--- src/rtl/fpu_req_ctrl.sv ---
// Core-side FPU request controller: accepts one decoded FP instruction, issues it,
// collects the tagged result into writeback, and owns the frm/fflags CSR state.
module fpu_req_ctrl #(
  parameter int WIDTH     = 32,
  parameter int TAG_WIDTH = 6
) (
  input  logic                   clk_i,
  input  logic                   rst_ni,
  // decode side
  input  logic                   dec_valid_i,
  output logic                   dec_ready_o,
  input  logic [3:0]             dec_op_i,
  input  logic                   dec_op_mod_i,
  input  logic [2:0]             dec_rm_i,
  input  logic [3*WIDTH-1:0]     dec_operands_i,
  input  logic [4:0]             dec_rd_i,
  input  logic                   dec_int_dst_i,
  // FPU request/response
  output logic                   fpu_in_valid_o,
  input  logic                   fpu_in_ready_i,
  output logic [3:0]             fpu_op_o,
  output logic                   fpu_op_mod_o,
  output logic [2:0]             fpu_rnd_mode_o,
  output logic [3*WIDTH-1:0]     fpu_operands_o,
  output logic [TAG_WIDTH-1:0]   fpu_tag_o,
  input  logic                   fpu_out_valid_i,
  output logic                   fpu_out_ready_o,
  input  logic [WIDTH-1:0]       fpu_result_i,
  input  logic [4:0]             fpu_status_i,
  input  logic [TAG_WIDTH-1:0]   fpu_tag_i,
  // writeback
  output logic                   wb_valid_o,
  input  logic                   wb_ready_i,
  output logic [4:0]             wb_rd_o,
  output logic                   wb_int_o,
  output logic [WIDTH-1:0]       wb_data_o,
  // CSR and status
  input  logic                   csr_we_i,
  input  logic [1:0]             csr_sel_i,
  input  logic [7:0]             csr_wdata_i,
  output logic [2:0]             frm_o,
  output logic [4:0]             fflags_o,
  output logic                   illegal_o,
  output logic                   tag_err_o,
  output logic                   busy_o
);

  localparam logic [1:0] IDLE  = 2'd0;
  localparam logic [1:0] ISSUE = 2'd1;
  localparam logic [1:0] WAIT  = 2'd2;
  localparam logic [1:0] WB    = 2'd3;

  localparam logic [2:0] RM_DYN = 3'b111;
  localparam logic [3:0] OP_I2F = 4'd12;

  logic [1:0]           state_reg, state_next;
  logic [3:0]           op_reg;
  logic                 op_mod_reg;
  logic [2:0]           rm_reg;
  logic [3*WIDTH-1:0]   operands_reg;
  logic [TAG_WIDTH-1:0] tag_reg;
  logic [WIDTH-1:0]     result_reg;
  logic [2:0]           frm_reg, frm_next;
  logic [4:0]           fflags_reg, fflags_next;
  logic                 illegal_reg;
  logic                 tag_err_reg;

  logic [2:0]           rm_resolved;
  logic                 insn_bad;
  logic                 accept;
  logic                 legal_accept;
  logic                 resp;
  logic                 tag_hit;

  // Dynamic rounding picks up frm at acceptance; later frm writes do not reach
  // the in-flight instruction because rm_reg is captured here.
  assign rm_resolved  = (dec_rm_i == RM_DYN) ? frm_reg : dec_rm_i;
  assign insn_bad     = (rm_resolved >= 3'b101) || (dec_op_i > OP_I2F);
  assign accept       = (state_reg == IDLE) && dec_valid_i;
  assign legal_accept = accept && !insn_bad;
  assign resp         = (state_reg == WAIT) && fpu_out_valid_i;
  assign tag_hit      = (fpu_tag_i == tag_reg);

  always_comb begin
    state_next = state_reg;
    case (state_reg)
      IDLE:    if (legal_accept) state_next = ISSUE;
      ISSUE:   if (fpu_in_ready_i) state_next = WAIT;
      WAIT:    if (fpu_out_valid_i) state_next = tag_hit ? WB : IDLE;
      WB:      if (wb_ready_i) state_next = IDLE;
      default: state_next = IDLE;
    endcase
  end

  // CSR write value (or current value) forms the base; accumulated flags OR on top.
  always_comb begin
    frm_next    = frm_reg;
    fflags_next = fflags_reg;
    if (csr_we_i) begin
      case (csr_sel_i)
        2'b01: fflags_next = csr_wdata_i[4:0];
        2'b10: frm_next    = csr_wdata_i[2:0];
        2'b11: begin
          frm_next    = csr_wdata_i[7:5];
          fflags_next = csr_wdata_i[4:0];
        end
        default: ;
      endcase
    end
    if (resp && tag_hit) fflags_next = fflags_next | fpu_status_i;
  end

  always_ff @(posedge clk_i or negedge rst_ni) begin
    if (!rst_ni) begin
      state_reg    <= IDLE;
      op_reg       <= '0;
      op_mod_reg   <= 1'b0;
      rm_reg       <= '0;
      operands_reg <= '0;
      tag_reg      <= '0;
      result_reg   <= '0;
      frm_reg      <= '0;
      fflags_reg   <= '0;
      illegal_reg  <= 1'b0;
      tag_err_reg  <= 1'b0;
    end else begin
      state_reg   <= state_next;
      frm_reg     <= frm_next;
      fflags_reg  <= fflags_next;
      illegal_reg <= accept && insn_bad;
      tag_err_reg <= resp && !tag_hit;
      if (legal_accept) begin
        op_reg       <= dec_op_i;
        op_mod_reg   <= dec_op_mod_i;
        rm_reg       <= rm_resolved;
        operands_reg <= dec_operands_i;
        tag_reg      <= TAG_WIDTH'({dec_int_dst_i, dec_rd_i});
      end
      if (resp && tag_hit) result_reg <= fpu_result_i;
    end
  end

  // Every output comes straight from registered state.
  assign dec_ready_o     = (state_reg == IDLE);
  assign fpu_in_valid_o  = (state_reg == ISSUE);
  assign fpu_out_ready_o = (state_reg == WAIT);
  assign wb_valid_o      = (state_reg == WB);
  assign busy_o          = (state_reg != IDLE);
  assign fpu_op_o        = op_reg;
  assign fpu_op_mod_o    = op_mod_reg;
  assign fpu_rnd_mode_o  = rm_reg;
  assign fpu_operands_o  = operands_reg;
  assign fpu_tag_o       = tag_reg;
  assign wb_rd_o         = tag_reg[4:0];
  assign wb_int_o        = tag_reg[5];
  assign wb_data_o       = result_reg;
  assign frm_o           = frm_reg;
  assign fflags_o        = fflags_reg;
  assign illegal_o       = illegal_reg;
  assign tag_err_o       = tag_err_reg;

endmodule

--- config.mk ---
export PLATFORM = sky130hd
export DESIGN_NAME = fpu_req_ctrl
export DESIGN_NICKNAME = d
export VERILOG_FILES = /design/src/rtl/fpu_req_ctrl.sv
export SDC_FILE = /design/constraint.sdc
export NUM_CORES = 1
export LEC_CHECK = 0
export CELL_PAD_IN_SITES_DETAIL_PLACEMENT = 0
export CELL_PAD_IN_SITES_GLOBAL_PLACEMENT = 2
export CORE_ASPECT_RATIO = 1.1
export CORE_MARGIN = 2
export CORE_UTILIZATION = 24
export CTS_CLUSTER_DIAMETER = 150
export DETAILED_ROUTE_END_ITERATION = 16
export PLACE_DENSITY_LB_ADDON = 0.05
export SETUP_SLACK_MARGIN = 0.1
export SYNTH_ARGS = -nofsm -noshare
export SYNTH_HDL_FRONTEND = slang
export SYNTH_SLANG_ARGS = --single-unit
--- constraint.sdc ---
create_clock -name clk_i -period 2.58 [get_ports clk_i]
set_input_delay 0.516 -clock clk_i [delete_from_list [all_inputs] [get_ports clk_i]]
set_output_delay 0.516 -clock clk_i [all_outputs]
set_load 0.005 [all_outputs]
### Yosys cells after proc, flatten, opt, wreduce, memory -nomap -nowiden

Index checks and enable logic that the tools add are counted.

| word-level totals | value |
|---|---|
| input bits | 170 |
| bits in registers | 154 |
| logic and storage cells | 52 |
| output and inout bits | 163 |

| operators by class | value |
|---|---|
| reduce and logical (&&, ||, !) cells | 15 |
| $lt $le $gt $ge | 2 |
| multiplexer cells | 11 |
| bitwise logic cells | 1 |
| eq/ne operators | 12 |

Operator list:

| operator | count |
|---|---|
| $mux 5 | 3 |
| $mux 2 | 5 |
| $eq 2x2->1 const B | 4 |
| $pmux 2 s4 | 1 |
| $eq 6x6->1 | 1 |
| $logic_and 1x1->1 | 6 |
| $ne 2x1->1 const B | 3 |
| $pmux 3 s2 | 1 |
| $or 5x5->5 | 1 |
| $eq 2x1->1 const B | 2 |
| $gt 4x4->1 const B | 1 |
| $reduce_and 4->1 | 1 |
| $reduce_bool 2->1 | 2 |
| $eq 3x3->1 const B | 1 |
| $ge 3x3->1 const B | 1 |
| $mux 3 | 1 |
| $logic_not 1->1 | 2 |
| $logic_not 2->1 | 1 |
| $ne 2x2->1 const B | 1 |
| $reduce_and 2->1 | 1 |
| $reduce_or 2->1 | 1 |
| $logic_or 1x1->1 | 1 |

### Logic depth before layout (Yosys ltp)

Gate-level depths: netlist (run 1).

| logic depth | value |
|---|---|
| depth after elaboration | 8 |
| gate-level depth with buffers | 7 |
| gate-level depth less buffers | 5 |

### Worst setup path before layout (run 1)

No wires, ideal clock.

| path | value |
|---|---|
| path type | input -> register |
| from | input port dec_op_i[0] |
| to | register operands_reg[13] (netlist: fpu_operands_o[13]) |
| stages on the path | 6 |
| data arrival time | 1.850 ns |
| slack | 0.602 ns |
| required time | 2.452 ns |
| cell sequence | o211ai_1 > nand3_1 > nor2_2 > buf_4 > buf_4 > mux2_1 |

| between the ends | value |
|---|---|
| word-level cells in the longest chain between the ends | 4 |

Ends and longest elaborated chain:

| element | RTL line | text |
|---|---|---|
| from (decl) | 12 | `input logic [3:0] dec_op_i,` |
| $gt 4x4->1 | 78 | `assign insn_bad = (rm_resolved >= 3'b101) \|\| (dec_op_i > OP_I2F);` |
| $logic_or 1x1->1 | 78 |  |
| $logic_not 1->1 | 80 | `assign legal_accept = accept && !insn_bad;` |
| $logic_and 1x1->1 | 80 |  |
| to (signal assigned) | 136 | `operands_reg <= dec_operands_i;` |
| to (decl) | 60 | `logic [3*WIDTH-1:0] operands_reg;` |

No other way between the ends.
A chain may end at the register's enable or synchronous reset.

### Worst setup path after layout (run 1)

| path | value |
|---|---|
| from | input port fpu_tag_i[2] |
| to | register result_reg[0] (netlist: wb_data_o[0]) |

| between the ends | value |
|---|---|
| word-level cells in the longest chain between the ends | 2 |

Ends and longest elaborated chain:

| element | RTL line | text |
|---|---|---|
| from (decl) | 30 | `input logic [TAG_WIDTH-1:0] fpu_tag_i,` |
| $eq 6x6->1 | 82 | `assign tag_hit = (fpu_tag_i == tag_reg);` |
| $logic_and 1x1->1 | 139 | `if (resp && tag_hit) result_reg <= fpu_result_i;` |
| to (signal assigned) | 139 |  |
| to (decl) | 62 | `logic [WIDTH-1:0] result_reg;` |

No other way between the ends.

==> flow_metrics.tcl, run 1 <==
set metrics [dict create \
    ys_seq_elements 154 \
    hold_viol_final 0 \
    switchingPower_mw 2.896 \
    io_buffers 332 \
    max_clock_freq_mhz 460.6 \
    fin_skew_ns 0.009286 \
    cp-start-kind "primary input" \
    fp-row-count 61 \
    period_needed_ns 2.171 \
    hold_ws_ns 0.06593 \
    p_int_mw 8.147 \
    synth_top_cell_by_area "dfrtp_1" \
    synth_top_area_share_pct 62.72 \
    syn_inst 392 \
    final_net_count 905 \
    slew_headroom_pct 60.01 \
    ys_seq_area_share_pct 62.72 \
    drive_above_1_share_pct 19.92 \
    worstMarginPinSlew_ns 0.5999 \
    synthArstFlopShare_pct 100.0 \
    clk_pin_slew_worst_paths_ns 0.06 \
    cts.htree.levels 4 \
    synth-warning-count 0 \
    cts_tree "yes" \
    vias 4433 \
    ios 333 \
    cts_buffers 17 \
    cts.repair.resized 0 \
    grt-ovfl-total 0 \
    ant_nets 0 \
    post_drt_wl_per_cell_um 17.05 \
    gp_congestion 0.7224 \
    grt_pass1_wl_um 28240 \
    synth.avg_cell_area_um2 15.68 \
    filler_cell_count 2342 \
    post-cts-setup-buffers 0 \
    ir_worst_vdd_mv 0.3845 \
    synth_edf_count 0 \
    p_total_mw 11.04 \
    arrival_ns 2.46 \
    dieWidth_um 156.6 \
    antenna_found_initial 2 \
    synth_area_leaders "dfrtp_1, mux2_2, mux2_1" \
    cts_hold_buf 0 \
    grt_max_degree 60 \
    grt_util_met2_pct 23.60 \
    grt.met3_usage_pct 5.694 \
    syn-cell-area_um2 6145 \
    comb_power_share_pct 38.9 \
    drv_cap 0 \
    largest_reg_flops 96 \
    drcViolationCount 0 \
    first_pass_iters 4 \
    synth.distinct_cells 36 \
    grt_pass1_vias 4863 \
    hold_class "primary input to asynchronous set/reset pin" \
    p_seq_share_pct 36.4 \
    area_growth_pct 72.37 \
    core_region_area_um2 25260 \
    critical_path_class "primary input to register" \
    vias_per_cell 4.048 \
    setup_viol_count_final 0 \
    clk_latency_ns 0.41 \
    syn_nets 562 \
    required_ns 2.87 \
    synth_ff_type "dfrtp_1" \
    start_util_pct 24.32 \
    wirelength_um 18670 \
    status "finished clean" \
    fin_crit_sh_pct 84.15 \
    die_y_um 171.8 \
    detail_route.iter0.violations 122 \
    met1_usage_pct 16.21 \
    busiest_layer "met2" \
    maxSlewViolCount 0 \
    ff2ff_path_depth 5 \
    cts_root_buf "clkbuf_16" \
    track_usage_pct 13.95 \
    die-area_um2 26900 \
    clockPowerShare_pct 24.8 \
    power_density_nw_per_um2 1043 \
    worstPathMaxFanout 37 \
    cts_sinks 154 \
    netSwitchingFraction_pct 26.22 \
    rsz0062_at_grt "no" \
    dp_hpwl_um 14390 \
    total_leakage_power_nw 4.508 \
    cts_buffer_depth 2 \
    endpoint_kind "register" \
]
-- path summary, 6_finish.rpt --
path                                                startpoint                        endpoint  slack, ns
worst max register to register        fpu_tag_o[2]$_DFFE_PN0P_        wb_data_o[0]$_DFFE_PN0P_       0.49
max in group asynchronous                               rst_ni  fpu_operands_o[17]$_DFFE_PN0P_       1.67
min in group clk_i              fpu_operands_o[35]$_DFFE_PN0P_  fpu_operands_o[35]$_DFFE_PN0P_       0.48
worst min register to register  fpu_operands_o[35]$_DFFE_PN0P_  fpu_operands_o[35]$_DFFE_PN0P_       0.48
worst max-delay path                              fpu_tag_i[2]        wb_data_o[0]$_DFFE_PN0P_       0.41
worst min-delay path                                    rst_ni  fpu_operands_o[86]$_DFFE_PN0P_       0.07
-- cell type report --
class                      instances  area, µm²  share of cell area [%]
antenna                            1      2.502                 0.02363
clock buffer                      20      456.7                   4.312
clock inverter                    12      186.4                   1.760
inverter                           7      26.28                  0.2481
multi-input combinational        208       2108                   19.91
sequential                       154       3854                   36.39
tap                              346      432.9                   4.087
timing repair buffer             347       3525                   33.28
-- per-layer routing --
metal / part of all wire [%] / routed length (µm)
met5: 0.064 / 12
met1: 40 / 7498
met2: 50 / 9268
met4: 1.1 / 209
met3: 9.0 / 1685
-- layout by cell type, fill, tap and decap left out, drive strengths merged --
master and n:
nor2b 1, nand3 1, nor3 1, clkdlybuf4s50 331
nand2b 2, nor2 7, clkbuf 20, nand2 6
o211ai 1, or2 1, bufinv 4, and3 1
diode 1, buf 16, a31oi 1, mux2i 8
a21o 1, a21oi 4, dfrtp 154, o31ai 3
clkinv 5, mux2 139, or3 1, inv 10
nand3b 1, a21boi 1, xnor2 6, o21a 1
o21ai 16, and2b 2, and2 2, nand4 1
-- logic make-up after synthesis --
kind of cell,after synthesis,synth area share (%)
AO/OA/AOI/OAI,28,2.688
buffers and inverters,30,3.075
flip-flops,154,62.72
AND/OR/NAND/NOR,27,2.362
multiplexers,147,28.30
XOR/XNOR,6,0.8552
-- through the flow --
step | cell area, µm² | setup TNS (ns) | cells | worst slack, ns | utilization, %
finish | 10590 | 0 | 1095 | 0.4090 | 41.92
global route | 10590 | 0 | 1095 | 0.3147 | 41.92
CTS | 10590 | 0 | 1094 | 0.3605 | 41.91
detailed placement | 9946 | -0.1636 | 1062 | -0.01937 | 39.37
global placement | 9946 | 0 | 1062 | 0.008235 | 39.37
floorplan | 6145 | 0 | 392 | 0.6020 | -
-- synthesized netlist by cell type (2+ instances only) --
library cell,number
o21ai_1,7
o31ai_1,3
clkbuf_1,2
buf_2,7
buf_4,10
nand2_1,6
dfrtp_1,154
nor2_2,2
and2_1,2
inv_1,6
mux2i_1,8
xnor2_1,6
mux2_2,70
o21ai_0,9
a21oi_1,4
mux2_1,44
and2b_1,2
mux2_4,25
nor2_1,5
buf_6,4
-- worst max-delay path, stage by stage --
cell             delay (ns)
clkdlybuf4s50_1        0.47
xnor2_1                0.13
nand4_1                0.22
or3_2                  0.54
buf_12                 0.20
mux2_1                 0.34
-- power by group through the flow --
stage	sequential, mW	combinational, mW	clock [mW]
2_1_floorplan	4.10	1.36	0
3_3_place_gp	4.04	4.34	0
3_5_place_dp	4.08	4.37	0
4_1_cts	4.04	4.39	2.83
5_1_grt	4.18	4.63	2.94
6_report	4.02	4.29	2.73
Power figures use the tool's default switching activity.
==> inputs of run 2 (changes only) <==
CORE_UTILIZATION = 22   (was 24)
clock period = 1.9 ns   (was 2.58 ns; I/O delays follow)
==> flow_metrics.tcl, run 2 (same netlist as run 1, synthesis figures left out) <==
set metrics [dict create \
    status "finished clean" \
    most-common-layout-cells "clkdlybuf4s50_1, dfrtp_1, mux2_4" \
    r2r_slack_ns 0.05 \
    layoutNonFillerInstCount 1154 \
    vias 4600 \
    cts_buffers 17 \
    fin_skew_ns 0.01257 \
    clk_latency_ns 0.42 \
    cts_root_buf "clkbuf_16" \
    grt-ovfl-total 0 \
    grt_max_degree 46 \
    dp_hpwl_um 15120 \
    largest_reg_flops 96 \
    cts_buffer_depth 2 \
    grt_pass1_vias 5144 \
    hold_viol_final 0 \
    cts_sinks 154 \
    rsz0062_at_grt "yes" \
    ios 333 \
    cp-start-kind "register" \
    start_util_pct 22.24 \
    io_buffers 332 \
    wirelength_um 20610 \
    first_pass_iters 4 \
    dp_cells 1107 \
    n_antenna_cell 0 \
    fin_crit_sh_pct 97.13 \
    ant_nets 0 \
    endpoint_kind "register" \
    area_growth_pct 82.63 \
    critical_path_class "register to register" \
    power_density_nw_per_um2 1380 \
    antenna_found_initial 0 \
    final_common_cell "clkdlybuf4s50_1" \
    core_region_area_um2 27630 \
    required_ns 2.20 \
    maxSlewViolCount 0 \
    pre_cts_ws_ns -0.4657 \
    cts_tree "yes" \
    vias_per_cell 3.986 \
    clk_pin_slew_worst_paths_ns 0.07 \
    setup_viol_count_final 0 \
    filler_cell_count 2640 \
    max_clock_freq_mhz 541.8 \
    gp_congestion 0.7303 \
    die-area_um2 29280 \
    worstPathMaxFanout 8 \
    hold_class "primary input to register" \
    drive_above_1_share_pct 29.20 \
    p_total_mw 15.48 \
    ir_worst_vdd_mv 0.4677 \
    worstMarginPinSlew_ns 0.3367 \
    dieWidth_um 163.3 \
    total_leakage_power_nw 4.949 \
    slew_headroom_pct 77.45 \
    post_drt_wl_per_cell_um 17.86 \
    track_usage_pct 13.33 \
    setup_slack_ns 0.05447 \
    final_net_count 949 \
    drcViolationCount 0 \
    die_y_um 179.3 \
    fp-row-count 64 \
    grt_pass1_wl_um 29170 \
    detail_route.iter0.violations 76 \
    drv_cap 0 \
    cts.htree.levels 4 \
    arrival_ns 2.15 \
    period_needed_ns 1.846 \
]
## run 2: cell count changes in the layout (fill, tap and decap cells not counted), sizes merged, moves of 2 or more
cell,change
buf,+41
bufinv,-3
dlymetal6s2s,+6
clkbuf,+4
clkdlybuf4s50,-20
clkinv,-2
clkinvlp,+3
inv,+3
dlygate4sd2,+9
## run 2: final timing paths
kind,startpoint,to,cells after the start
max in group asynchronous,rst_ni,fpu_operands_o[75]$_DFFE_PN0P_,3
setup / recovery,state_reg[0]$_DFFE_PN0P_,wb_data_o[13]$_DFFE_PN0P_,7
min in group asynchronous,rst_ni,fpu_operands_o[87]$_DFFE_PN0P_,2
hold / removal,dec_op_i[1],fpu_op_o[1]$_DFFE_PN0P_,2
setup reg to reg,state_reg[0]$_DFFE_PN0P_,wb_data_o[13]$_DFFE_PN0P_,7
hold reg to reg,fpu_operands_o[20]$_DFFE_PN0P_,fpu_operands_o[20]$_DFFE_PN0P_,1
## run 2: critical path, cell delays in order (launching register included)
cell       delay [ns]
dfrtp_1          0.39
buf_6            0.12
nand2b_4         0.13
inv_2            0.06
nand2_2          0.05
or3_4            0.46
clkbuf_16        0.21
mux2_4           0.30
## run 2: timing repair
action	in CTS	in global routing
setup buffers	5	5
cloned	1	4
endpoints found under the hold margin	27	0
gates resized for setup	28	69
pin swaps	5	5
setup endpoints to repair	72	146
hold buffers	1	0
## run 2: report_power, final
group	total, mW	switching (mW)	leakage, nW	internal, mW
combinational	6.73	2.01	2.79	4.72
sequential	5.43	0.750	1.89	4.68
clock	3.32	1.48	0.266	1.83
total	15.5	4.25	4.95	11.2
## run 2: cell type report
type / count / area (µm²) / area share [%]
tap: 363 / 454.2 / 4.047
multi-input combinational: 208 / 2317 / 20.65
inverter: 7 / 26.28 / 0.2341
timing repair buffer: 391 / 4008 / 35.71
sequential: 154 / 3854 / 34.34
clock inverter: 13 / 133.9 / 1.193
clock buffer: 18 / 429.2 / 3.824
## run 2: layer usage
layer	vias up	wire [µm]	GRT usage [%]
met5	-	0	0
met4	0	194	3.540
met3	13	1697	4.580
met2	190	10780	24.47
met1	2252	7943	14.58
li1	2145	-	-
## run 2: metrics by stage
step / util [%] / hold slack, ns / TNS (ns) / instance area, µm²
3_3_place_gp: 36.97 / 0.2972 / -48.84 / 10210
4_1_cts: 39.27 / 0.4452 / 0 / 10850
3_5_place_dp: 36.97 / 0.2977 / -51.01 / 10210
2_1_floorplan: - / 0.08441 / 0 / 6160
6_report: 40.62 / 0.2497 / 0 / 11220
5_1_grt: 40.62 / 0.2288 / -0.2996 / 11220
